==> src/rtl/mux_n_pipe.sv <==
// mux_n_pipe: pipelined N:1 selector with a valid/ready handshake and a
// 2-entry skid buffer (head register plus one skid register, FIFO order).
//
// Ports:
//   clk        - rising-edge clock
//   reset      - asynchronous, active-high reset
//   d          - N packed inputs; input i is d[i*WIDTH +: WIDTH]
//   s          - select, sampled with d on an accepted transfer
//   in_valid   - upstream presents valid d/s
//   in_ready   - registered; low only when both storage entries are full
//   flush      - synchronous discard of all buffered entries
//   y          - head-entry data
//   out_valid  - y is valid
//   out_ready  - downstream accepts y
//   sel_err    - sticky; set when a transfer is accepted with s >= N
//
// An out-of-range select captures the last value taken from a valid select
// (the hold register) rather than garbage, so the transfer still completes.
module mux_n_pipe #(
   parameter int unsigned WIDTH = 32,
   parameter int unsigned N     = 5,
   parameter int unsigned SEL_W = $clog2(N)
) (
   input  logic               clk,
   input  logic               reset,
   input  logic [N*WIDTH-1:0] d,
   input  logic [SEL_W-1:0]   s,
   input  logic               in_valid,
   output logic               in_ready,
   input  logic               flush,
   output logic [WIDTH-1:0]   y,
   output logic               out_valid,
   input  logic               out_ready,
   output logic               sel_err
);

   typedef enum logic [1:0] {
      StEmpty = 2'd0,
      StOne   = 2'd1,
      StTwo   = 2'd2
   } state_e;

   state_e            state_q, state_d;
   logic [WIDTH-1:0]  head_q, head_d;
   logic [WIDTH-1:0]  skid_q, skid_d;
   logic [WIDTH-1:0]  hold_q, hold_d;
   logic              sel_err_q, sel_err_d;
   logic              in_ready_q, in_ready_d;
   logic              out_valid_q, out_valid_d;

   logic              accept;
   logic              pop;
   logic              sel_ok;
   logic [WIDTH-1:0]  sel_data;
   logic [WIDTH-1:0]  cap_data;

   // Decode the select without ever indexing past the end of d.
   always_comb begin
      sel_ok   = 1'b0;
      sel_data = '0;
      for (int i = 0; i < N; i++) begin
         if (s == SEL_W'(i)) begin
            sel_ok   = 1'b1;
            sel_data = d[i*WIDTH +: WIDTH];
         end
      end
   end

   assign cap_data = sel_ok ? sel_data : hold_q;

   // in_ready_q already encodes state != StTwo; flush blocks any capture.
   assign accept = in_valid & in_ready_q & ~flush;
   assign pop    = out_valid_q & out_ready;

   always_comb begin
      state_d   = state_q;
      head_d    = head_q;
      skid_d    = skid_q;
      hold_d    = hold_q;
      sel_err_d = sel_err_q;

      if (accept) begin
         if (sel_ok) begin
            hold_d = sel_data;
         end else begin
            sel_err_d = 1'b1;
         end
      end

      if (flush) begin
         state_d = StEmpty;
      end else begin
         case (state_q)
            StEmpty: begin
               if (accept) begin
                  state_d = StOne;
                  head_d  = cap_data;
               end
            end
            StOne: begin
               if (accept && !pop) begin
                  state_d = StTwo;
                  skid_d  = cap_data;
               end else if (accept && pop) begin
                  head_d = cap_data;
               end else if (pop) begin
                  state_d = StEmpty;
               end
            end
            StTwo: begin
               if (pop) begin
                  state_d = StOne;
                  head_d  = skid_q;
               end
            end
            default: state_d = StEmpty;
         endcase
      end

      // Handshake outputs are registered copies of the next state.
      in_ready_d  = (state_d != StTwo);
      out_valid_d = (state_d != StEmpty);
   end

   always_ff @(posedge clk or posedge reset) begin
      if (reset) begin
         state_q     <= StEmpty;
         head_q      <= '0;
         skid_q      <= '0;
         hold_q      <= '0;
         sel_err_q   <= 1'b0;
         in_ready_q  <= 1'b1;
         out_valid_q <= 1'b0;
      end else begin
         state_q     <= state_d;
         head_q      <= head_d;
         skid_q      <= skid_d;
         hold_q      <= hold_d;
         sel_err_q   <= sel_err_d;
         in_ready_q  <= in_ready_d;
         out_valid_q <= out_valid_d;
      end
   end

   assign y         = head_q;
   assign out_valid = out_valid_q;
   assign in_ready  = in_ready_q;
   assign sel_err   = sel_err_q;

endmodule

==> config.mk <==
export PLATFORM = sky130hd
export DESIGN_NAME = mux_n_pipe
export DESIGN_NICKNAME = d
export VERILOG_FILES = /design/src/rtl/mux_n_pipe.sv
export SDC_FILE = /design/constraint.sdc
export NUM_CORES = 1
export LEC_CHECK = 0
export BUFFER_PORTS_ARGS = -buffer_cell sky130_fd_sc_hd__buf_2
export CAP_MARGIN = 10
export CORE_ASPECT_RATIO = 1.1
export CORE_MARGIN = 8
export CORE_UTILIZATION = 55
export CTS_CLUSTER_SIZE = 8
export DETAILED_ROUTE_END_ITERATION = 16
export PLACE_DENSITY = 0.84
export SYNTH_ARGS = -nofsm -noshare
export SYNTH_HDL_FRONTEND = slang
export SYNTH_SLANG_ARGS = --single-unit
==> constraint.sdc <==
create_clock -name clk -period 7.7 [get_ports clk]
set_input_delay 0 -clock clk [delete_from_list [all_inputs] [get_ports clk]]
set_output_delay 0 -clock clk [all_outputs]
set_load 0.005 [all_outputs]
==> results.md, run 1 <==
- Max Transition Viols Final: 0
- Share of final-layout standard cells stronger than drive strength 1: 0.420
- Worst IR Drop VDD: roughly 0.00014 V
- Capturing point of the worst reg2reg path: y[17]$_DFFE_PP0P_
- Post-CTS clock slew at the launch and capture registers of the worst setup and hold paths: around 0.070 ns
- Startpoint kind of the worst setup timing path: register
- Post-detail-place hpwl: roughly 12,000 um
- Critical path data required time: between 7 and 8 ns
- Worst clock skew: 0.00776 ns
- Wire length of the first global-routing pass: 27,100 um
- Floorplan die height: ~120 um
- Final routed wire length divided by cell count: 20.0 um
- Total number of placement rows: 39
- Final cell count without fillers: 845
- Initial cell density of the core: 0.561
- Number of buffer cells added on primary ports: 202
- Fraction of the cycle the final worst path needs: 0.339
- Flop pwr share: 0.472
- Mux contribution to synthesized area: 0.244
- Hold path depth: 4
- X dimension of the die: between 100 and 150 um
- Register area: 2530 um^2
- Switching share of power: 0.306
- CTS sink count: 101
- DRC violations left: 0
- Total global routing overflow: 0
- Setup repair after global routing missed its margin: false
- Min cycle time layout: between 2 and 3 ns
- Worst-Margin Slew: ~1.2 ns
- CTS H-tree depth: 3
- Placed cells: just over 800
- Final number of hold-violating endpoints: 0
- Clock latency of the later-clocked register in the worst-skew pair: approximately 0.33 ns
- Largest area contributor in the synthesized netlist: sky130_fd_sc_hd__dfrtp_1
- Internal portion of total power: 1.12 mW
- Signal arrival time at the worst endpoint: between 2 and 3 ns
- Initial antenna violation count: 0
- Warnings, synthesis: 0
- Setup slack, reg-to-reg: 5.09 ns
- Top-area cell type share of the netlist area: 0.433
- Vias per std cell: roughly 6.0
- Filler cell count: 804
- Worst-path maximum fanout: 63
- Hold slack: approximately 0.13 ns
- Cell variety after synth: 28
- Dominant combinational cell family by area after synthesis: multiplexers
- Detailed router's first-iteration violation count: 326
- Register-to-Register Path Depth: 4
- Total of hold buffers inserted after clock tree synthesis: 2
- Average instance area after synthesis: 10.9 um^2
- Resized Gates After CTS: 0
- Power spent charging and discharging nets: around 0.49 mW
- Post-detailed-route count of antenna-violating nets: 0
- Count of pins on the block boundary: between 200 and 250
- Post-CTS setup-driven buffer insertion count: 0
- Worst relative slew slack: 0.197
- Origin of the critical flop-to-flop path: in_ready$_DFF_PP1_
- Xor/xnor share of the synthesized area: 0.00152
- Setup crit end kind: register
- Summed negative setup slack over all endpoints: 0 ns
- Post-synthesis sequential area ratio: 0.438
- Fraction of the mapped netlist area in adder cells: 0
- Source of the worst hold timing path: d[155]
- Ranking of synthesized cells by area: sky130_fd_sc_hd__dfrtp_1 43%, sky130_fd_sc_hd__mux4_2 12%, sky130_fd_sc_hd__o21ai_0 7.4%, sky130_fd_sc_hd__mux2_2 6.4%, sky130_fd_sc_hd__mux2i_1 5.5%
- Post-synthesis net count: 700
- Area growth from synthesis to layout: 22.4%
- Number of nets in the layout: approximately 870
- Cell area after layout: about 7100 um^2
- GRT Util Overall: 0.241
- Vias in the first global route: 5,578
- Max Clk Rate: about 380 MHz
- Routed vias: 5,080
- Worst slack, placed: roughly 5 ns
- Worst Setup Slack, final: slightly above 5 ns
- Gpl congestion: about 0.83
- Detailed Routing Iterations Pass 1: 5
- Total power consumption of the routed design: 1.61 mW
- Share of the synthesized area in compound gates (AO/OA/AOI/OAI): 0.183
- Pin count of the biggest net entering global routing: 69
- MaxCap Viol Count: 0
- Worst setup path category: reg2reg
- Clock power share: 0.262
- Clock tree root driver cell: sky130_fd_sc_hd__clkbuf_16
- Final Setup Violations: 0
- Total cell area at the placement stage: about 6800 um^2
- CTS tree: yes
- Multi-input gate area in the final layout: approximately 3000 um^2
- Endpoint with the worst hold slack: skid_q[27]$_DFFE_PP0P_
- Total Die Area: about 14,000 um^2
- Clock Tree Buf Depth: 2
- Core utilization of the finished layout: 0.687
- Netlist area before placement: roughly 5800 um^2
- Power share of the combinational group: 0.265
- Post-synthesis share of cell area spent on and, or, nand and nor gates: 0.0868
- Core region area: 10,300 um^2
- Classification of the worst-slack hold path: in2reg
- Result of the run: finished clean
- Total wire length after detailed routing: around 17,000 um
- Number of synthesized register bits: just over 100
- Cells after Synth: roughly 530
- Leakage power: 3.38 nW
- Number of inserted diodes: 0
- Number of clock buffers inserted by TritonCTS: 9
- Power per unit of standard cell area: 227 nW/um^2
-- synth_stat cells --
cell and n:
sky130_fd_sc_hd__buf_6 4, sky130_fd_sc_hd__nand2_1 67, sky130_fd_sc_hd__o32a_1 1, sky130_fd_sc_hd__o21ai_0 86, sky130_fd_sc_hd__o31ai_1 32, sky130_fd_sc_hd__and3_1 32, sky130_fd_sc_hd__buf_2 14, sky130_fd_sc_hd__o21ba_2 1
sky130_fd_sc_hd__a221oi_1 32, sky130_fd_sc_hd__mux2i_1 32, sky130_fd_sc_hd__dfstp_2 1, sky130_fd_sc_hd__or3b_1 1, sky130_fd_sc_hd__nor2_1 4, sky130_fd_sc_hd__nand3b_1 1, sky130_fd_sc_hd__o21ai_1 9, sky130_fd_sc_hd__nand2b_1 1
sky130_fd_sc_hd__nor2b_1 1, sky130_fd_sc_hd__xor2_1 1, sky130_fd_sc_hd__clkbuf_1 38, sky130_fd_sc_hd__mux2_2 33, sky130_fd_sc_hd__a21boi_1 1, sky130_fd_sc_hd__a21oi_1 1, sky130_fd_sc_hd__mux4_2 32, sky130_fd_sc_hd__o22a_1 1
sky130_fd_sc_hd__a221o_1 2, sky130_fd_sc_hd__nor2_2 1, sky130_fd_sc_hd__inv_1 3, sky130_fd_sc_hd__dfrtp_1 100
-- sequential cells by signal (all words and copies together) (netlist names) --
| name | flops |
|---|---|
| hold_q | 32 |
| skid_q | 32 |
| y | 32 |
| state_q | 2 |
| in_ready | 1 |
| out_valid | 1 |
| sel_err | 1 |
-- worst max-delay path: stages (launching register included) --
cell,delay (ns)
sky130_fd_sc_hd__dfstp_2,0.52
sky130_fd_sc_hd__nand3b_1,0.44
sky130_fd_sc_hd__o32a_2,0.92
sky130_fd_sc_hd__nor2_1,0.22
sky130_fd_sc_hd__mux2_2,0.35
-- cells by family (layout without fill, tap and decap cells) --
family	count (synthesis)	in the layout
compound gates	166	166
xor+xnor	1	1
buf+inv	59	229
flops	101	101
mux	97	97
simple gates	108	108
-- worst max path at each step --
stage,endpoint,from,cells past startpoint
after CTS,y[17]$_DFFE_PP0P_,in_ready$_DFF_PP1_,4
after floorplan,hold_q[0]$_DFFE_PP0N_,reset,1
after detailed placement,y[17]$_DFFE_PP0P_,flush,6
final,y[17]$_DFFE_PP0P_,in_ready$_DFF_PP1_,4
after global routing,y[25]$_DFFE_PP0P_,in_ready$_DFF_PP1_,4
after global placement,y[17]$_DFFE_PP0P_,flush,6
-- power groups by stage --
stage | sequential, mW | combinational, mW | clock [mW]
floorplan | 0.747 | 0.274 | 0
global placement | 0.759 | 0.402 | 0
detailed placement | 0.766 | 0.428 | 0
CTS | 0.757 | 0.429 | 0.424
global route | 0.774 | 0.482 | 0.446
finish | 0.759 | 0.427 | 0.422
-- cell type report --
| class | instances | area share |
|---|---|---|
| multi-input cells | 372 | 0.425 |
| flip-flops and latches | 101 | 0.358 |
| repair buffers | 210 | 0.152 |
| clock buffers | 13 | 0.0354 |
| well taps | 143 | 0.0253 |
| clock inverters | 3 | 0.00301 |
| inverters | 3 | 0.00195 |
-- routing by layer --
| layer | wire (um) | GRT usage |
|---|---|---|
| met4 | 204 | 0.0758 |
| met3 | 1320 | 0.0664 |
| met2 | 8580 | 0.414 |
| met1 | 6800 | 0.289 |
| met5 | 0 | 0 |
-- cell usage in the layout (no fill, tap or decap), types with 2 or more instances in the layout --
cell type,count
sky130_fd_sc_hd__a221o_1,2
sky130_fd_sc_hd__a221oi_1,32
sky130_fd_sc_hd__and3_1,32
sky130_fd_sc_hd__buf_2,202
sky130_fd_sc_hd__buf_4,6
sky130_fd_sc_hd__clkbuf_1,3
sky130_fd_sc_hd__clkbuf_16,9
sky130_fd_sc_hd__dfrtp_1,100
sky130_fd_sc_hd__dlygate4sd3_1,2
sky130_fd_sc_hd__mux2_2,33
sky130_fd_sc_hd__mux2i_1,32
sky130_fd_sc_hd__mux4_2,32
sky130_fd_sc_hd__nand2_1,67
sky130_fd_sc_hd__nor2_1,3
sky130_fd_sc_hd__nor2_4,2
sky130_fd_sc_hd__o21ai_0,86
sky130_fd_sc_hd__o21ai_1,9
sky130_fd_sc_hd__o31ai_1,32
No activity file was read; power rests on OpenSTA's default activity.
==> run 2, diff against run 1 <==
--- a/config.mk
+++ b/config.mk
@@ -9,10 +9,10 @@
 export CAP_MARGIN = 10
 export CORE_ASPECT_RATIO = 1.1
 export CORE_MARGIN = 8
-export CORE_UTILIZATION = 55
+export CORE_UTILIZATION = 51
 export CTS_CLUSTER_SIZE = 8
 export DETAILED_ROUTE_END_ITERATION = 16
-export PLACE_DENSITY = 0.84
+export PLACE_DENSITY = 0.78
 export SYNTH_ARGS = -nofsm -noshare
 export SYNTH_HDL_FRONTEND = slang
 export SYNTH_SLANG_ARGS = --single-unit
==> constraint.sdc (replaced) <==
create_clock -name clk -period 2.54 [get_ports clk]
set_input_delay 0 -clock clk [delete_from_list [all_inputs] [get_ports clk]]
set_output_delay 0 -clock clk [all_outputs]
set_load 0.005 [all_outputs]
==> run 2 against run 1 <==
  * Final cell count grew 2.0%
  * Register-to-register slack got worse by 4.6 ns
  * Core utilization decreased by 2.9 points
  * Sequential share of layout area shrank 0.83 points
  * First-iteration DRC count rose by 14%
  * Worst hold slack worse by 0.013 ns
  * Sequential power rose to 3.0 times the previous value
  * Sequential cell count is the same
  * Clock-buffer cell count is 2 lower
  * Non-clock buffer count increased by 13
  * Power grew to 3.1 times the previous value
  * Critical endpoint is now y[30]$_DFFE_PP0P_
  * Wire length rose by 3.7%
==> results.md, run 2 (synthesis results as in run 1) <==
- Startpoint kind of the worst setup timing path: register
- Final Setup Violations: 0 (unchanged)
- CTS tree: yes
- Number of nets in the layout: 878 (+1.5%)
- Summed negative setup slack over all endpoints: 0 ns (unchanged)
- Post-detailed-route count of antenna-violating nets: 0 (unchanged)
- Initial antenna violation count: 0 (unchanged)
- Routed vias: 5,177 (+1.9%)
- Setup repair after global routing missed its margin: false
- Detailed router's first-iteration violation count: 372 (+14%)
- Worst relative slew slack: 0.433 (+0.236)
- Met2 Use GR: 0.391 (-0.0232)
- Result of the run: finished clean
- Total wire length after detailed routing: 17,500 um (+3.7%)
- Worst-path maximum fanout: 27 (-57%)
- Gpl congestion: 0.827 (+0.19%)
- Count of pins on the block boundary: 203 (unchanged)
- Signal arrival time at the worst endpoint: 2.30 ns (-0.53 ns)
- Commonest non-fill, non-tap cells in the layout: 202 x sky130_fd_sc_hd__buf_2, 100 x sky130_fd_sc_hd__dfrtp_1, 86 x sky130_fd_sc_hd__o21ai_0
- Worst IR Drop VDD: 0.000385 V (+170%)
- Worst setup path category: reg2reg
- Floorplan die height: 128 um (+3.3%)
- Area growth from synthesis to layout: 25.3%
- Clock tree root driver cell: sky130_fd_sc_hd__clkbuf_16
- Initial cell density of the core: 0.525 (-0.0364)
- Post-detail-place hpwl: 12,500 um (+7.3%)
- CTS sink count: 101 (unchanged)
- Classification of the worst-slack hold path: in2reg
- Min cycle time layout: 2.10 ns (-0.512 ns)
- Number of clock buffers inserted by TritonCTS: 9 (unchanged)
- Pin count of the biggest net entering global routing: 68 (-1.4%)
- MaxCap Viol Count: 0 (unchanged)
- Worst slack, placed: 0.449 ns (-4.58 ns)
- Final routed wire length divided by cell count: 20.4 um (+1.7%)
- DRC violations left: 0 (unchanged)
- Core region area: 11,000 um^2 (+6.9%)
- Routing layer with the top usage in global route: met2
- Worst-Margin Slew: 0.849 ns (-0.356 ns)
- Clock latency of the later-clocked register in the worst-skew pair: 0.34 ns (about the same)
- Clock Tree Buf Depth: 2 (unchanged)
- Post-CTS setup-driven buffer insertion count: 0 (unchanged)
- Total number of placement rows: 40 (+2.6%)
- Total power consumption of the routed design: 5.05 mW (+210%)
- CTS H-tree depth: 3 (unchanged)
- Worst Setup Slack, final: 0.445 ns (-4.65 ns)
- Vias per std cell: 6.01 (-0.10%)
- Share of final-layout standard cells stronger than drive strength 1: 0.434 (+0.0133)
- Post-CTS clock slew at the launch and capture registers of the worst setup and hold paths: 0.07 ns (about the same)
- Max Clk Rate: 477 MHz (+24%)
- Critical path data required time: 2.74 ns (-5.18 ns)
- Power per unit of standard cell area: 698 nW/um^2 (+210%)
- GRT Util Overall: 0.231 (-0.00955)
- Final number of hold-violating endpoints: 0 (unchanged)
- X dimension of the die: 117 um (+3.3%)
- Total global routing overflow: 0 (unchanged)
- Leakage power: 3.47 nW (+2.6%)
- Resized Gates After CTS: 0 (unchanged)
- Worst clock skew: 0.0115 ns (+0.00376 ns)
- Setup crit end kind: register
- Core utilization of the finished layout: 0.657 (-0.0293)
- Wire length of the first global-routing pass: 28,400 um (+5.0%)
- Fraction of the cycle the final worst path needs: 0.825 (+0.486)
- Number of inserted diodes: 0 (unchanged)
- Detailed Routing Iterations Pass 1: 4 (-1)
- Total of hold buffers inserted after clock tree synthesis: 2 (unchanged)
- Max Transition Viols Final: 0 (unchanged)
- Global routing met3 resource utilization: 0.0515 (-0.0149)
- Most frequent standard cell in the layout excluding fill and tap cells: sky130_fd_sc_hd__buf_2
- Number of buffer cells added on primary ports: 202 (unchanged)
- Met1 capacity usage during global routing: 0.287 (-0.00169)
- Total Die Area: 15,000 um^2 (+6.8%)
- Vias in the first global route: 5,628 (+0.90%)
==> run 2: report_power, final <==
| group | leakage, nW | switching (mW) | internal, mW | total [mW] |
|---|---|---|---|---|
| sequential | 1.28 | 0.246 | 2.05 | 2.29 |
| combinational | 2.03 | 0.664 | 0.654 | 1.32 |
| clock | 0.152 | 0.631 | 0.807 | 1.44 |
| total | 3.47 | 1.54 | 3.51 | 5.05 |
==> run 2: cell type report <==
cell class | count | area [um^2]
inverter | 3 | 15.0
clock inverter | 5 | 67.6
timing repair buffer | 223 | 1200
fill | 896 | 3770
clock buffer | 11 | 243
tap | 147 | 184
sequential | 101 | 2530
multi-input combinational | 372 | 3000
==> run 2: worst paths after layout <==
check / from / to / slack, ns / cells past startpoint
setup reg to reg: in_ready$_DFF_PP1_ / y[30]$_DFFE_PP0P_ / 0.44 / 5
hold / removal: d[139] / hold_q[11]$_DFFE_PP0N_ / 0.12 / 4
setup / recovery: in_ready$_DFF_PP1_ / y[30]$_DFFE_PP0P_ / 0.44 / 5
min in group asynchronous: reset / y[12]$_DFFE_PP0P_ / 0.37 / 3
hold reg to reg: sel_err$_DFFE_PP0P_ / sel_err$_DFFE_PP0P_ / 0.47 / 2
max in group asynchronous: reset / hold_q[24]$_DFFE_PP0N_ / 1.41 / 4
==> run 2: routing by layer <==
metal / wire length [um] / part of all wire
met1: 7300 / 0.42
met2: 8590 / 0.49
met4: 346 / 0.020
met3: 1310 / 0.075
met5: 0 / 0
==> run 2: through the flow <==
stage / area, um^2 / hold slack, ns / instances
6_report: 7240 / 0.121 / 862
4_1_cts: 7240 / 0.114 / 862
3_3_place_gp: 6910 / 0.174 / 844
2_1_floorplan: 5780 / 0.106 / 532
3_5_place_dp: 6910 / 0.200 / 844
5_1_grt: 7240 / 0.134 / 862
==> run 2: worst max-delay path, stage by stage, from the launching register on <==
cell                       delay, ns
sky130_fd_sc_hd__dfstp_2        0.56
sky130_fd_sc_hd__nand3b_1       0.15
sky130_fd_sc_hd__o32a_2         0.62
sky130_fd_sc_hd__buf_4          0.30
sky130_fd_sc_hd__o21ai_0        0.22
sky130_fd_sc_hd__o31ai_1        0.11
==> run 3, diff against run 2 <==
==> constraint.sdc (replaced) <==
create_clock -name clk -period 2.15 [get_ports clk]
set_input_delay 0 -clock clk [delete_from_list [all_inputs] [get_ports clk]]
set_output_delay 0 -clock clk [all_outputs]
set_load 0.005 [all_outputs]
==> run 3 against run 2 <==
  * Clock skew shrank 0.0032 ns
  * Via count shrank 0.75%
  * Wire length shrank 2.7%
  * Sequential cell count is the same
  * Final cell count shrank 0.35%
  * Non-clock buffer count shrank 3
  * Power grew 16%
  * Worst hold slack gained 0.0017 ns
  * Highest routed layer is now met5
==> results.md, run 3 (synthesis results as in run 1) <==
- Pin count of the biggest net entering global routing: 102 (+50%)
- Initial cell density of the core: 0.525 (unchanged)
- Startpoint kind of the worst setup timing path: register
- Worst-path maximum fanout: 32 (+19%)
- Post-detailed-route count of antenna-violating nets: 0 (unchanged)
- Placed cells: 841 (-0.36%)
- Share of final-layout standard cells stronger than drive strength 1: 0.430 (-0.00379)
- Detailed Routing Iterations Pass 1: 5 (+1)
- Classification of the worst-slack hold path: in2reg
- Core region area: 11,000 um^2 (unchanged)
- Total wire length after detailed routing: 17,100 um (-2.7%)
- Hold slack: 0.122 ns (+0.00168 ns)
- Post-CTS clock slew at the launch and capture registers of the worst setup and hold paths: 0.07 ns (about the same)
- Vias in the first global route: 5,435 (-3.4%)
- Power per unit of standard cell area: 807 nW/um^2 (+16%)
- Floorplan die height: 128 um (unchanged)
- Number of clock buffers inserted by TritonCTS: 9 (unchanged)
- Setup crit end kind: register
- Resized Gates After CTS: 0 (unchanged)
- Post-detail-place hpwl: 12,200 um (-2.5%)
- Total Die Area: 15,000 um^2 (unchanged)
- DRC violations left: 0 (unchanged)
- Worst clock skew: 0.00834 ns (-0.00319 ns)
- Critical path data required time: 2.37 ns (-0.37 ns)
- Final cell count without fillers: 859 (-0.35%)
- GRT Util Overall: 0.223 (-0.00789)
- Final Setup Violations: 0 (unchanged)
- Min cycle time layout: 1.99 ns (-0.110 ns)
- Area growth from synthesis to layout: 25.2% (about the same)
- Detailed router's first-iteration violation count: 321 (-14%)
- Total global routing overflow: 0 (unchanged)
- Gpl congestion: 0.801 (-3.1%)
- Count of pins on the block boundary: 203 (unchanged)
- Routed vias: 5,138 (-0.75%)
- Flop pwr share: 0.465 (+0.011)
- X dimension of the die: 117 um (unchanged)
- CTS H-tree depth: 3 (unchanged)
- Final routed wire length divided by cell count: 19.9 um (-2.4%)
- Final number of hold-violating endpoints: 0 (unchanged)
- Power share of the combinational group: 0.265 (+0.004)
- Max Transition Viols Final: 0 (unchanged)
- Fraction of the cycle the final worst path needs: 0.923 (+0.0986)
- Core utilization of the finished layout: 0.657 (about the same)
- Internal portion of total power: 4.09 mW (+17%)
- Signal arrival time at the worst endpoint: 2.20 ns (-0.10 ns)
- Clock tree root driver cell: sky130_fd_sc_hd__clkbuf_16
- Vias per std cell: 5.98 (-0.41%)
- Total power consumption of the routed design: 5.84 mW (+16%)
- Worst relative slew slack: 0.364 (-0.0688)
- Number of buffer cells added on primary ports: 202 (unchanged)
- Most frequent standard cell in the layout excluding fill and tap cells: sky130_fd_sc_hd__buf_2
- Commonest non-fill, non-tap cells in the layout: 202 x sky130_fd_sc_hd__buf_2, 100 x sky130_fd_sc_hd__dfrtp_1, 86 x sky130_fd_sc_hd__o21ai_0
- Clock latency of the later-clocked register in the worst-skew pair: 0.33 ns (about the same)
- Leakage power: 3.45 nW (-0.49%)
- Number of inserted diodes: 0 (unchanged)
- Filler cell count: 898 (+0.22%)
- Setup repair after global routing missed its margin: false
- Wire length of the first global-routing pass: 27,600 um (-3.0%)
- Worst setup path category: reg2reg
- Number of nets in the layout: 876 (-0.23%)
- Worst-Margin Slew: 0.950 ns (+0.101 ns)
- Total number of placement rows: 40 (unchanged)
- Worst IR Drop VDD: 0.000521 V (+35%)
- Power spent charging and discharging nets: 1.74 mW (+13%)
- Initial antenna violation count: 1 (+1)
- CTS sink count: 101 (unchanged)
- Clock power share: 0.270 (-0.015)
- Max Clk Rate: 504 MHz (+5.5%)
- CTS tree: yes
- Switching share of power: 0.299 (-0.00648)
- Clock Tree Buf Depth: 2 (unchanged)
- Result of the run: finished clean
- MaxCap Viol Count: 0 (unchanged)
## run 3: cell count changes in the layout (fill, tap and decap cells not counted)
cell,before,now
sky130_fd_sc_hd__inv_8,1,0
sky130_fd_sc_hd__nor2b_2,0,1
sky130_fd_sc_hd__clkbuf_8,1,0
sky130_fd_sc_hd__inv_6,1,0
sky130_fd_sc_hd__clkbuf_1,1,2
sky130_fd_sc_hd__clkinvlp_4,1,3
sky130_fd_sc_hd__clkinv_2,0,1
sky130_fd_sc_hd__clkinv_4,2,0
sky130_fd_sc_hd__buf_12,2,5
sky130_fd_sc_hd__buf_4,17,11
## run 3: power groups by stage
stage	registers, mW	logic (mW)	clock network, mW
3_5_place_dp	2.74	1.56	0
5_1_grt	2.77	1.73	1.68
2_1_floorplan	2.67	0.982	0
6_report	2.71	1.55	1.58
4_1_cts	2.71	1.56	1.59
3_3_place_gp	2.71	1.48	0
## run 3: final cells by class
class | count | area [um^2] | area share
timing repair buffer | 220 | 1210 | 0.168
multi-input combinational | 373 | 3010 | 0.416
inverter | 3 | 15.0 | 0.00208
sequential | 101 | 2530 | 0.350
clock buffer | 11 | 233 | 0.0322
tap | 147 | 184 | 0.0254
clock inverter | 4 | 50.0 | 0.00692
## run 3: repair_timing
item,CTS,global route
setup buffers,0,0
hold buffers,2,0
hold endpoints to repair,102,0
endpoints found under the setup margin,10,0
## run 3: worst paths after layout
check                                 startpoint                     end  slack [ns]  cells past startpoint
max                         state_q[0]$_DFF_PP0_       y[17]$_DFFE_PP0P_        0.16                      4
min                                       d[152]  skid_q[24]$_DFFE_PP0P_        0.12                      4
max reg2reg                 state_q[0]$_DFF_PP0_       y[17]$_DFFE_PP0P_        0.16                      4
min reg2reg                hold_q[1]$_DFFE_PP0N_   hold_q[1]$_DFFE_PP0N_        0.48                      2
max in group asynchronous                  reset       y[23]$_DFFE_PP0P_        1.36                      4
min in group asynchronous                  reset       y[12]$_DFFE_PP0P_        0.35                      4
## run 3: metal layers
layer,vias up,part of all wire,track usage
li1,2376,-,-
met1,2488,0.39,0.273
met2,245,0.50,0.380
met3,27,0.081,0.0581
met4,2,0.020,0.0679
met5,-,0.00094,0
## run 3: stage by stage
stage                     setup WS [ns]  instance area [um^2]  setup TNS [ns]
final                             0.165                  7230               0
after global routing           0.000450                  7230               0
after CTS                         0.162                  7230               0
after detailed placement         -0.152                  6920          -0.333
after global placement           -0.128                  6920          -0.128
after floorplan                   0.427                  5780               0
## run 3: worst max-delay path: stages, from the launching register on
cell                      delay [ns]
sky130_fd_sc_hd__dfrtp_1        0.45
sky130_fd_sc_hd__nor2b_4        0.51
sky130_fd_sc_hd__nor2_4         0.30
sky130_fd_sc_hd__a221o_1        0.35
sky130_fd_sc_hd__mux2_2         0.26
